$ cat config.mk
export PLATFORM = sky130hd
export DESIGN_NAME = ddr_beat_packer_flat
export DESIGN_NICKNAME = d
export VERILOG_FILES = /design/src/rtl/ddr_pkg.sv /design/src/rtl/ddr_beat_packer_if.sv /design/src/rtl/ddr_out_fifo2.sv /design/src/rtl/ddr_beat_packer.sv /design/src/flat_wrapper.sv
export SDC_FILE = /design/constraint.sdc
export NUM_CORES = 1
export LEC_CHECK = 0
export CORE_MARGIN = 3
export CORE_UTILIZATION = 40
export CTS_CLUSTER_DIAMETER = 50
export DETAILED_ROUTE_END_ITERATION = 6
export DONT_BUFFER_PORTS = 1
export SYNTH_ARGS = -nofsm -noshare
export SYNTH_HDL_FRONTEND = slang
export SYNTH_SLANG_ARGS = --single-unit
export TNS_END_PERCENT = 20
$ cat constraint.sdc
create_clock -name clk -period 11 [get_ports clk]
set_input_delay 1.1 -clock clk [delete_from_list [all_inputs] [get_ports clk]]
set_output_delay 1.1 -clock clk [all_outputs]
set_load 0.02 [all_outputs]
$ cat src/rtl/ddr_pkg.sv
// Shared types, default sizes and helpers for the DDR beat packer.
package ddr_pkg;

    localparam int N_DEF     = 8;
    localparam int BEATS_DEF = 4;
    localparam int BEAT_W    = 2 * N_DEF;
    localparam int CNT_W     = $clog2(BEATS_DEF);

    typedef enum logic {
        IDLE,
        PACK
    } state_t;

    // Mask with the low n bits set; used for the valid-beat keep field.
    function automatic logic [31:0] keep_mask(input int unsigned n);
        return (32'd1 << n) - 32'd1;
    endfunction

endpackage

$ cat src/rtl/ddr_beat_packer_if.sv
// Beat-pair input and packed-word output bus of the DDR beat packer.
// The out_parity wire exists only when DDR_PACKER_PARITY_EN is defined.
interface ddr_beat_packer_if
    import ddr_pkg::*;
#(
    parameter int N     = N_DEF,
    parameter int BEATS = BEATS_DEF
);
    logic                   in_valid;
    logic                   in_sof;
    logic                   in_eof;
    logic [N-1:0]           q_rise;
    logic [N-1:0]           q_fall;
    logic                   out_ready;
    logic                   out_valid;
    logic [2*N*BEATS-1:0]   out_data;
    logic                   out_last;
    logic [BEATS-1:0]       out_keep;
`ifdef DDR_PACKER_PARITY_EN
    logic [BEATS-1:0]       out_parity;
`endif

    modport master (
        output in_valid, in_sof, in_eof, q_rise, q_fall, out_ready,
`ifdef DDR_PACKER_PARITY_EN
        input  out_parity,
`endif
        input  out_valid, out_data, out_last, out_keep
    );

    modport slave (
        input  in_valid, in_sof, in_eof, q_rise, q_fall, out_ready,
`ifdef DDR_PACKER_PARITY_EN
        output out_parity,
`endif
        output out_valid, out_data, out_last, out_keep
    );

endinterface

$ cat src/rtl/ddr_out_fifo2.sv
// Two-entry valid/ready queue; a push while full is accepted only if a pop frees a slot.
module ddr_out_fifo2 #(
    parameter int W = 8
) (
    input  logic         clk,
    input  logic         rst_n,
    input  logic         push,
    input  logic [W-1:0] push_data,
    input  logic         pop,
    output logic [W-1:0] head_data,
    output logic         full,
    output logic         empty
);
    logic [W-1:0] mem [2];
    logic         wr_ptr;
    logic         rd_ptr;
    logic [1:0]   count;
    logic         wr_en;
    logic         rd_en;

    assign rd_en = pop && !empty;
    assign wr_en = push && (!full || rd_en);

    always_ff @(posedge clk) begin
        if (!rst_n) begin
            mem[0] <= '0;
            mem[1] <= '0;
            wr_ptr <= 1'b0;
            rd_ptr <= 1'b0;
            count  <= 2'd0;
        end else begin
            if (wr_en) begin
                mem[wr_ptr] <= push_data;
                wr_ptr      <= ~wr_ptr;
            end
            if (rd_en) begin
                rd_ptr <= ~rd_ptr;
            end
            count <= count + 2'(wr_en) - 2'(rd_en);
        end
    end

    assign head_data = mem[rd_ptr];
    assign full      = (count == 2'd2);
    assign empty     = (count == 2'd0);

endmodule

$ cat src/rtl/ddr_beat_packer.sv
// Packs BEATS {q_rise,q_fall} pairs into one framed word behind a 2-entry output queue.
// Optional per-beat parity output is enabled by defining DDR_PACKER_PARITY_EN.
module ddr_beat_packer
    import ddr_pkg::*;
#(
    parameter int N     = N_DEF,
    parameter int BEATS = BEATS_DEF
) (
    input  logic              clk,
    input  logic              rst_n,
    ddr_beat_packer_if.slave  bus,
    input  logic              clr_ovf,
    output logic              overflow,
    output logic              sof_err
);
    localparam int BW = 2 * N;
    localparam int WW = BW * BEATS;
    localparam int CW = $clog2(BEATS);
`ifdef DDR_PACKER_PARITY_EN
    localparam int PW = WW + 2 * BEATS + 1;
`else
    localparam int PW = WW + BEATS + 1;
`endif

    state_t          state;
    state_t          next_state;
    logic [CW-1:0]   cnt;
    logic [CW-1:0]   wr_idx;
    logic [CW:0]     fill;
    logic [WW-1:0]   acc;
    logic [WW-1:0]   word;
    logic [BW-1:0]   beat;
    logic            accept;
    logic            push;
    logic            push_last;
    logic            sof_err_d;
    logic [BEATS-1:0] push_keep;
    logic [PW-1:0]   push_payload;
    logic [PW-1:0]   head_payload;
    logic            full;
    logic            empty;
    logic            pop;
    logic            drop;

    assign beat = {bus.q_rise, bus.q_fall};

    always_ff @(posedge clk) begin
        if (!rst_n) begin
            state <= IDLE;
        end else begin
            state <= next_state;
        end
    end

    // Any eof closes the frame; sof+eof in one beat never leaves IDLE.
    always_comb begin
        next_state = state;
        case (state)
            IDLE: if (bus.in_valid && bus.in_sof && !bus.in_eof) next_state = PACK;
            PACK: if (bus.in_valid && bus.in_eof)                next_state = IDLE;
            default: next_state = IDLE;
        endcase
    end

    // A sof always restarts from an all-zero word, so padded beats stay zero.
    always_comb begin
        accept    = bus.in_valid && (state == PACK || bus.in_sof);
        wr_idx    = (state == PACK && !bus.in_sof) ? cnt : '0;
        word      = bus.in_sof ? '0 : acc;
        word[int'(wr_idx)*BW +: BW] = beat;
        fill      = {1'b0, wr_idx} + {{CW{1'b0}}, 1'b1};
        push      = accept && (bus.in_eof || wr_idx == CW'(BEATS - 1));
        push_keep = BEATS'(keep_mask(32'(fill)));
        push_last = bus.in_eof;
        sof_err_d = bus.in_valid && bus.in_sof && state == PACK;
    end

    always_ff @(posedge clk) begin
        if (!rst_n) begin
            cnt      <= '0;
            acc      <= '0;
            sof_err  <= 1'b0;
            overflow <= 1'b0;
        end else begin
            if (accept) begin
                cnt <= push ? '0 : wr_idx + 1'b1;
                acc <= push ? '0 : word;
            end
            sof_err <= sof_err_d;
            if (drop) begin
                overflow <= 1'b1;
            end else if (clr_ovf) begin
                overflow <= 1'b0;
            end
        end
    end

`ifdef DDR_PACKER_PARITY_EN
    logic [BEATS-1:0] push_par;

    always_comb begin
        push_par = '0;
        for (int k = 0; k < BEATS; k++) begin
            push_par[k] = ^word[k*BW +: BW];
        end
    end

    assign push_payload   = {push_par, push_last, push_keep, word};
    assign bus.out_parity = head_payload[WW+BEATS+1 +: BEATS];
`else
    assign push_payload   = {push_last, push_keep, word};
`endif

    assign pop  = bus.out_valid && bus.out_ready;
    assign drop = push && full && !pop;

    ddr_out_fifo2 #(.W(PW)) u_fifo (
        .clk       (clk),
        .rst_n     (rst_n),
        .push      (push),
        .push_data (push_payload),
        .pop       (pop),
        .head_data (head_payload),
        .full      (full),
        .empty     (empty)
    );

    assign bus.out_valid = !empty;
    assign bus.out_data  = head_payload[WW-1:0];
    assign bus.out_keep  = head_payload[WW +: BEATS];
    assign bus.out_last  = head_payload[WW+BEATS];

endmodule
$ cat src/flat_wrapper.sv
// flat-port wrapper written by rule: the top's interface ports become plain ports
module ddr_beat_packer_flat import ddr_pkg::*;
#(
    parameter int N     = N_DEF,
    parameter int BEATS = BEATS_DEF
)
  (clk, rst_n, clr_ovf, overflow, sof_err, bus_in_valid, bus_in_sof, bus_in_eof, bus_q_rise, bus_q_fall, bus_out_ready, bus_out_valid, bus_out_data, bus_out_last, bus_out_keep);
  ddr_beat_packer_if #(.N(N), .BEATS(BEATS)) bus_i ();
  input  logic clk;
  input  logic rst_n;
  input  logic clr_ovf;
  output logic overflow;
  output logic sof_err;
  input wire logic [$bits(bus_i.in_valid)-1:0] bus_in_valid;
  input wire logic [$bits(bus_i.in_sof)-1:0] bus_in_sof;
  input wire logic [$bits(bus_i.in_eof)-1:0] bus_in_eof;
  input wire logic [$bits(bus_i.q_rise)-1:0] bus_q_rise;
  input wire logic [$bits(bus_i.q_fall)-1:0] bus_q_fall;
  input wire logic [$bits(bus_i.out_ready)-1:0] bus_out_ready;
  output wire logic [$bits(bus_i.out_valid)-1:0] bus_out_valid;
  output wire logic [$bits(bus_i.out_data)-1:0] bus_out_data;
  output wire logic [$bits(bus_i.out_last)-1:0] bus_out_last;
  output wire logic [$bits(bus_i.out_keep)-1:0] bus_out_keep;
  assign bus_i.in_valid = bus_in_valid;
  assign bus_i.in_sof = bus_in_sof;
  assign bus_i.in_eof = bus_in_eof;
  assign bus_i.q_rise = bus_q_rise;
  assign bus_i.q_fall = bus_q_fall;
  assign bus_i.out_ready = bus_out_ready;
  assign bus_out_valid = bus_i.out_valid;
  assign bus_out_data = bus_i.out_data;
  assign bus_out_last = bus_i.out_last;
  assign bus_out_keep = bus_i.out_keep;
  ddr_beat_packer #(.N(N), .BEATS(BEATS)) u_core (.clk(clk), .rst_n(rst_n), .bus(bus_i), .clr_ovf(clr_ovf), .overflow(overflow), .sof_err(sof_err));
endmodule
Yosys cells after proc, flatten, opt, wreduce, memory -nomap -nowiden
Memory sizes are Yosys's and may differ from the RTL's. A register that Yosys moved wholly into a read port is not among the register bits.
Cells that the tools add are included.
Widths: inputs -> output; s select.
{"block": "word_totals", "mem_count": 1, "wordCells": 65, "in_bits": 23, "latch_bits": 0, "ramBits": 138, "output_inout_bits": 72, "mem_bits_ro": 0, "reg_bits": 73}
{"memory": "u_core.u_fifo.mem", "depth": 2, "width": 69, "read_ports": 1, "rd_ports_with_merged_regs": 1, "write_ports": 2, "line_no": "ddr_out_fifo2.sv:14", "source": "logic [W-1:0] mem [2];"}
{"block": "op_classes", "eq_ne": 2, "muxes": 19, "mul": 0, "magnitude_cmp": 0, "n_addsub": 6, "n_bitwise": 3, "div": 0, "n_reduce_logical": 23, "shift": 3}
{"operator": "$mux 64", "count": 2}
{"operator": "$mux 69", "count": 1}
{"operator": "$reduce_or 69->1", "count": 1}
{"operator": "$bwmux 64", "count": 1}
{"operator": "$shift 16x33->64 const A", "count": 1}
{"operator": "$shiftx 16x33->64", "count": 1}
{"operator": "$neg 6->33", "count": 1}
{"operator": "$logic_and 1x1->1", "count": 12}
{"operator": "$mux 1", "count": 12}
{"operator": "$logic_not 1->1", "count": 5}
{"operator": "$eq 2x2->1 const B", "count": 2}
{"operator": "$mux 2", "count": 2}
{"operator": "$shl 1x3->4 const A", "count": 1}
{"operator": "$sub 4x1->4 const B", "count": 1}
{"operator": "$add 2x1->3 const B", "count": 1}
{"operator": "$logic_or 1x1->1", "count": 3}
{"operator": "$not 1->1", "count": 3}
{"operator": "$add 2x1->2", "count": 1}
{"operator": "$add 2x1->2 const B", "count": 1}
{"operator": "$logic_not 2->1", "count": 1}
{"operator": "$pmux 1 s2", "count": 1}
{"operator": "$reduce_bool 2->1", "count": 1}
{"operator": "$sub 2x1->2", "count": 1}

Depth between registers and ports, before layout
{"block": "depth", "ltp_word": 12, "mapped_depth": 14, "ltp_nobuf": 12}

Hierarchy
A second synthesis with hierarchy kept.
{"block": "unflattened", "hier_cells": 772, "hier_area_um2": 9784.4}
{"mod": "ddr_out_fifo2", "instances": 1, "area_each_um2": 6266.0, "cells_per_inst": 399, "seq_area_each_um2": 4244.1}
{"mod": "ddr_beat_packer", "instances": 1, "area_each_um2": 3518.4, "cells_per_inst": 373, "seq_area_each_um2": 1381.3}

Worst setup path before layout
OpenSTA, ideal clock, no wires.
{"block": "synth_path", "path_type": "input to register", "from": "input bus_in_sof", "to": "memory u_core.u_fifo.mem[0][0] (netlist name) (enable)", "t_arrival_ns": 7.344, "setup_time_ns": 0.591, "path_slack_ns": 3.065, "t_required_ns": 10.409, "path_stages": 9, "path_buffers": 2, "cell_sequence": "nand3b_1 -> buf_2 -> inv_1 -> buf_1 -> ha_1 -> nor2_1 -> nor3_1 -> inv_1 -> o21ai_0"}
{"element": "start, declared", "line_no": "flat_wrapper.sv:15", "source": "input wire logic [$bits(bus_i.in_sof)-1:0] bus_in_sof;"}
{"element": "end, declared", "line_no": "ddr_out_fifo2.sv:14"}

==> impl_metrics.json <==
{
  "vdd_ir_drop_max_v": 0.000169,
  "slew_viol_final": 0,
  "drive_gt1_frac": 0.196,
  "power_density_nw_per_um2": 199,
  "wl_um": 22300,
  "syn_inst": 751,
  "avgViaCountPerCell": 5.80,
  "synthXorXnorAreaFrac": 0.00187,
  "cpMostUsedCell": "buf_4",
  "slew_headroom": 0.231,
  "drv_cap": 0,
  "mappedNetlistArea_sq_um": 9350,
  "htreeDepth": 1,
  "cts_buffers": 26,
  "min_period_ns": 5.15,
  "grt_pass1_vias": 5935,
  "critPathRequiredTime_ns": 11.13,
  "hp-class": "reg -> reg",
  "grt_util_met3": 0.0477,
  "grt_use_met2": 0.284,
  "fin_skew_ns": 0.0148,
  "switchingPower_mw": 0.526,
  "overflow": 0,
  "die_area_sq_um": 25200,
  "critPathCaptureType": "flop",
  "core_sq_um": 22800,
  "crit_fanout": 70,
  "fill_cells": 2063,
  "synthAdderAreaFrac": 0.0107,
  "cts-root-buf": "clkbuf_16",
  "synth.avg_cell_area_sq_um": 12.4,
  "start_util": 0.410,
  "syn2layout_area_growth_pct": 9.33,
  "finalSetupViolCount": 0,
  "vias": 6010,
  "io_buffer_count": 0,
  "startpoint_type": "input pin",
  "max_stage_delay_ns": 0.93,
  "tightest_slew_ns": 1.15,
  "synth_fp_nets": 782,
  "clockBufferDepth": 3,
  "clock_latency_ns": 0.52,
  "rows": 55,
  "hold_buffers": 0,
  "wl_per_cell_um": 21.5,
  "cts_sinks": 212,
  "drt_iter0_markers": 531,
  "die_h_um": 159,
  "ys_seq_elements": 212,
  "holdWs_ns": 0.461,
  "cp_data_arrival_time_ns": 5.28,
  "firstDrtPassIters": 5,
  "drcViolationCount": 0,
  "place_ws_ns": 5.35,
  "synth.area.mux_share": 0.0831,
  "grt_setup_unrepaired": "false",
  "diodes": 0,
  "synth_cell_types": 48,
  "use_met1": 0.229,
  "cpMaxStageDelayCell": "ha_1",
  "synth-simple-area-share": 0.113,
  "fmax_mhz": 194,
  "hpwlAfterDp_um": 13600,
  "busiest_layer": "met2",
  "path_clk_slew_ns": 0.05,
  "antenna_left": 0,
  "sw_frac_of_total": 0.258,
  "synth_top_family_by_area": "compound AO/OA/AOI/OAI gates",
  "synth_compound_area_frac": 0.136,
  "antenna_found_initial": 0,
  "setup.worst_path.class": "in -> reg",
  "grt_util_all_layers": 0.171,
  "grt_pass1_wl_um": 34800,
  "p_comb_frac": 0.126,
  "synth_ff_type": "edfxtp_1",
  "p_leak_nw": 3.39,
  "finalCritPeriodShare": 0.468,
  "cts_tree": "done",
  "internal_power_mw": 1.51,
  "die_w_um": 159,
  "crit_chain": "nand3b_1 > inv_1 > ha_1 > nor2_1 > or4_2 > buf_4 > nand2_2 > buf_4",
  "post_cts_buffers": 0,
  "synth_seq_area_share": 0.602,
  "fin_ws_ns": 5.85,
  "num-nets-final": 734,
  "synth_edf_count": 138,
  "tns_ns": 0,
  "finalHoldViolations": 0,
  "grt_max_degree": 71,
  "status": "finished, final reports clean",
  "boundaryPins": 95,
  "yosysWarningCount": 0,
  "p_clk_frac": 0.416,
  "gp_routability_congestion": 0.776,
  "async_flop_share": 0,
  "post_cts_resized": 0,
  "p_seq_frac": 0.459
}
-- critical path, delay by kind of cell --
| kind | cells | cell delay [ns] |
|---|---|---|
| adders and majority gates | 1 | 0.93 |
| buffers and inverters | 3 | 1.90 |
| and+or+nand+nor | 4 | 1.22 |
-- area by class of cell --
class	count	area (sq um)	area share
Clock inverter	11	140	0.0137
Timing Repair Buffer	7	52.6	0.00514
Multi-Input combinational cell	449	3250	0.319
Tap cell	313	392	0.0383
Clock buffer	37	723	0.0708
Inverter	7	26.3	0.00257
Sequential cell	212	5630	0.551
-- stage by stage --
step	power, mW	cell area, sq um	util	instances
3_5_place_dp	1.22	9350	0.411	988
5_1_grt	2.11	10200	0.449	1036
4_1_cts	2.06	10200	0.449	1036
3_3_place_gp	1.21	9350	0.411	988
6_report	2.04	10200	0.449	1036
2_1_floorplan	1.18	9350	-	751
-- layout by cell type, fill, tap and decap left out, drive strengths merged, types with 2 or more instances in the layout --
cell type,Yosys,routed
nor2,147,147
edfxtp,138,138
dfxtp,74,74
mux2,69,69
a32oi,64,64
clkbuf,22,37
a22o,32,32
a21oi,23,23
o21ai,19,19
nor3b,18,18
nand4,16,16
a32o,16,16
ha,8,8
inv,6,8
buf,61,7
clkinv,1,7
or4,5,5
nand3b,4,4
nand2,4,4
bufinv,0,3
and2,3,3
o21a,2,2
nor3,2,2
nor4,2,2
and3b,2,2
nand3,2,2
-- per-layer routing --
layer,part of all wire,wire length (um)
met1,0.43,9490
met2,0.49,10900
met3,0.073,1630
met4,0.014,308
met5,0,0
-- cell families after synthesis --
kind of cell	after synthesis
adders and majority gates	8
DFF	212
buffers and inverters	90
xor gates and xnor gates	2
AOI/OAI and AO/OA	157
and+or+nand+nor	213
muxes	69
-- power groups by stage --
| stage | clock, mW | combinational, mW | sequential (mW) |
|---|---|---|---|
| 6_report | 0.846 | 0.256 | 0.934 |
| 2_1_floorplan | 0 | 0.264 | 0.912 |
| 5_1_grt | 0.897 | 0.273 | 0.943 |
| 3_5_place_dp | 0 | 0.263 | 0.954 |
| 4_1_cts | 0.862 | 0.264 | 0.938 |
| 3_3_place_gp | 0 | 0.259 | 0.949 |
-- path summary, 6_finish.rpt --
| check | depth (start not counted) | start | to | slack [ns] |
|---|---|---|---|---|
| max | 8 | bus_in_sof | u_core.u_fifo.mem[1][56] | 5.85 |
| min | 2 | u_core.cnt[0] | u_core.cnt[0] | 0.46 |
| max reg2reg | 8 | u_core.state | u_core.u_fifo.mem[1][56] | 6.04 |
| min reg2reg | 2 | u_core.cnt[0] | u_core.cnt[0] | 0.46 |
-- Yosys cell counts (17+ instances only) --
library cell	n	area [sq um]
a32oi_1	64	561
nor3b_1	17	128
buf_1	28	105
dfxtp_1	74	1480
buf_6	18	203
edfxtp_1	138	4140
a22o_1	22	193
o21ai_0	17	85.1
nor2_1	147	552
clkbuf_1	22	82.6
a21oi_1	20	100
mux2_2	69	777
-- state kept, by name, summed over array words and instances (netlist names), named ones only --
name and count:
u_core.u_fifo.rd_ptr 1, u_core.acc 64, u_core.u_fifo.count 2, u_core.u_fifo.wr_ptr 1, u_core.cnt 2, u_core.sof_err 1, u_core.u_fifo.mem 138, u_core.overflow 1
u_core.state 1
Power figures use the tool's default switching activity.
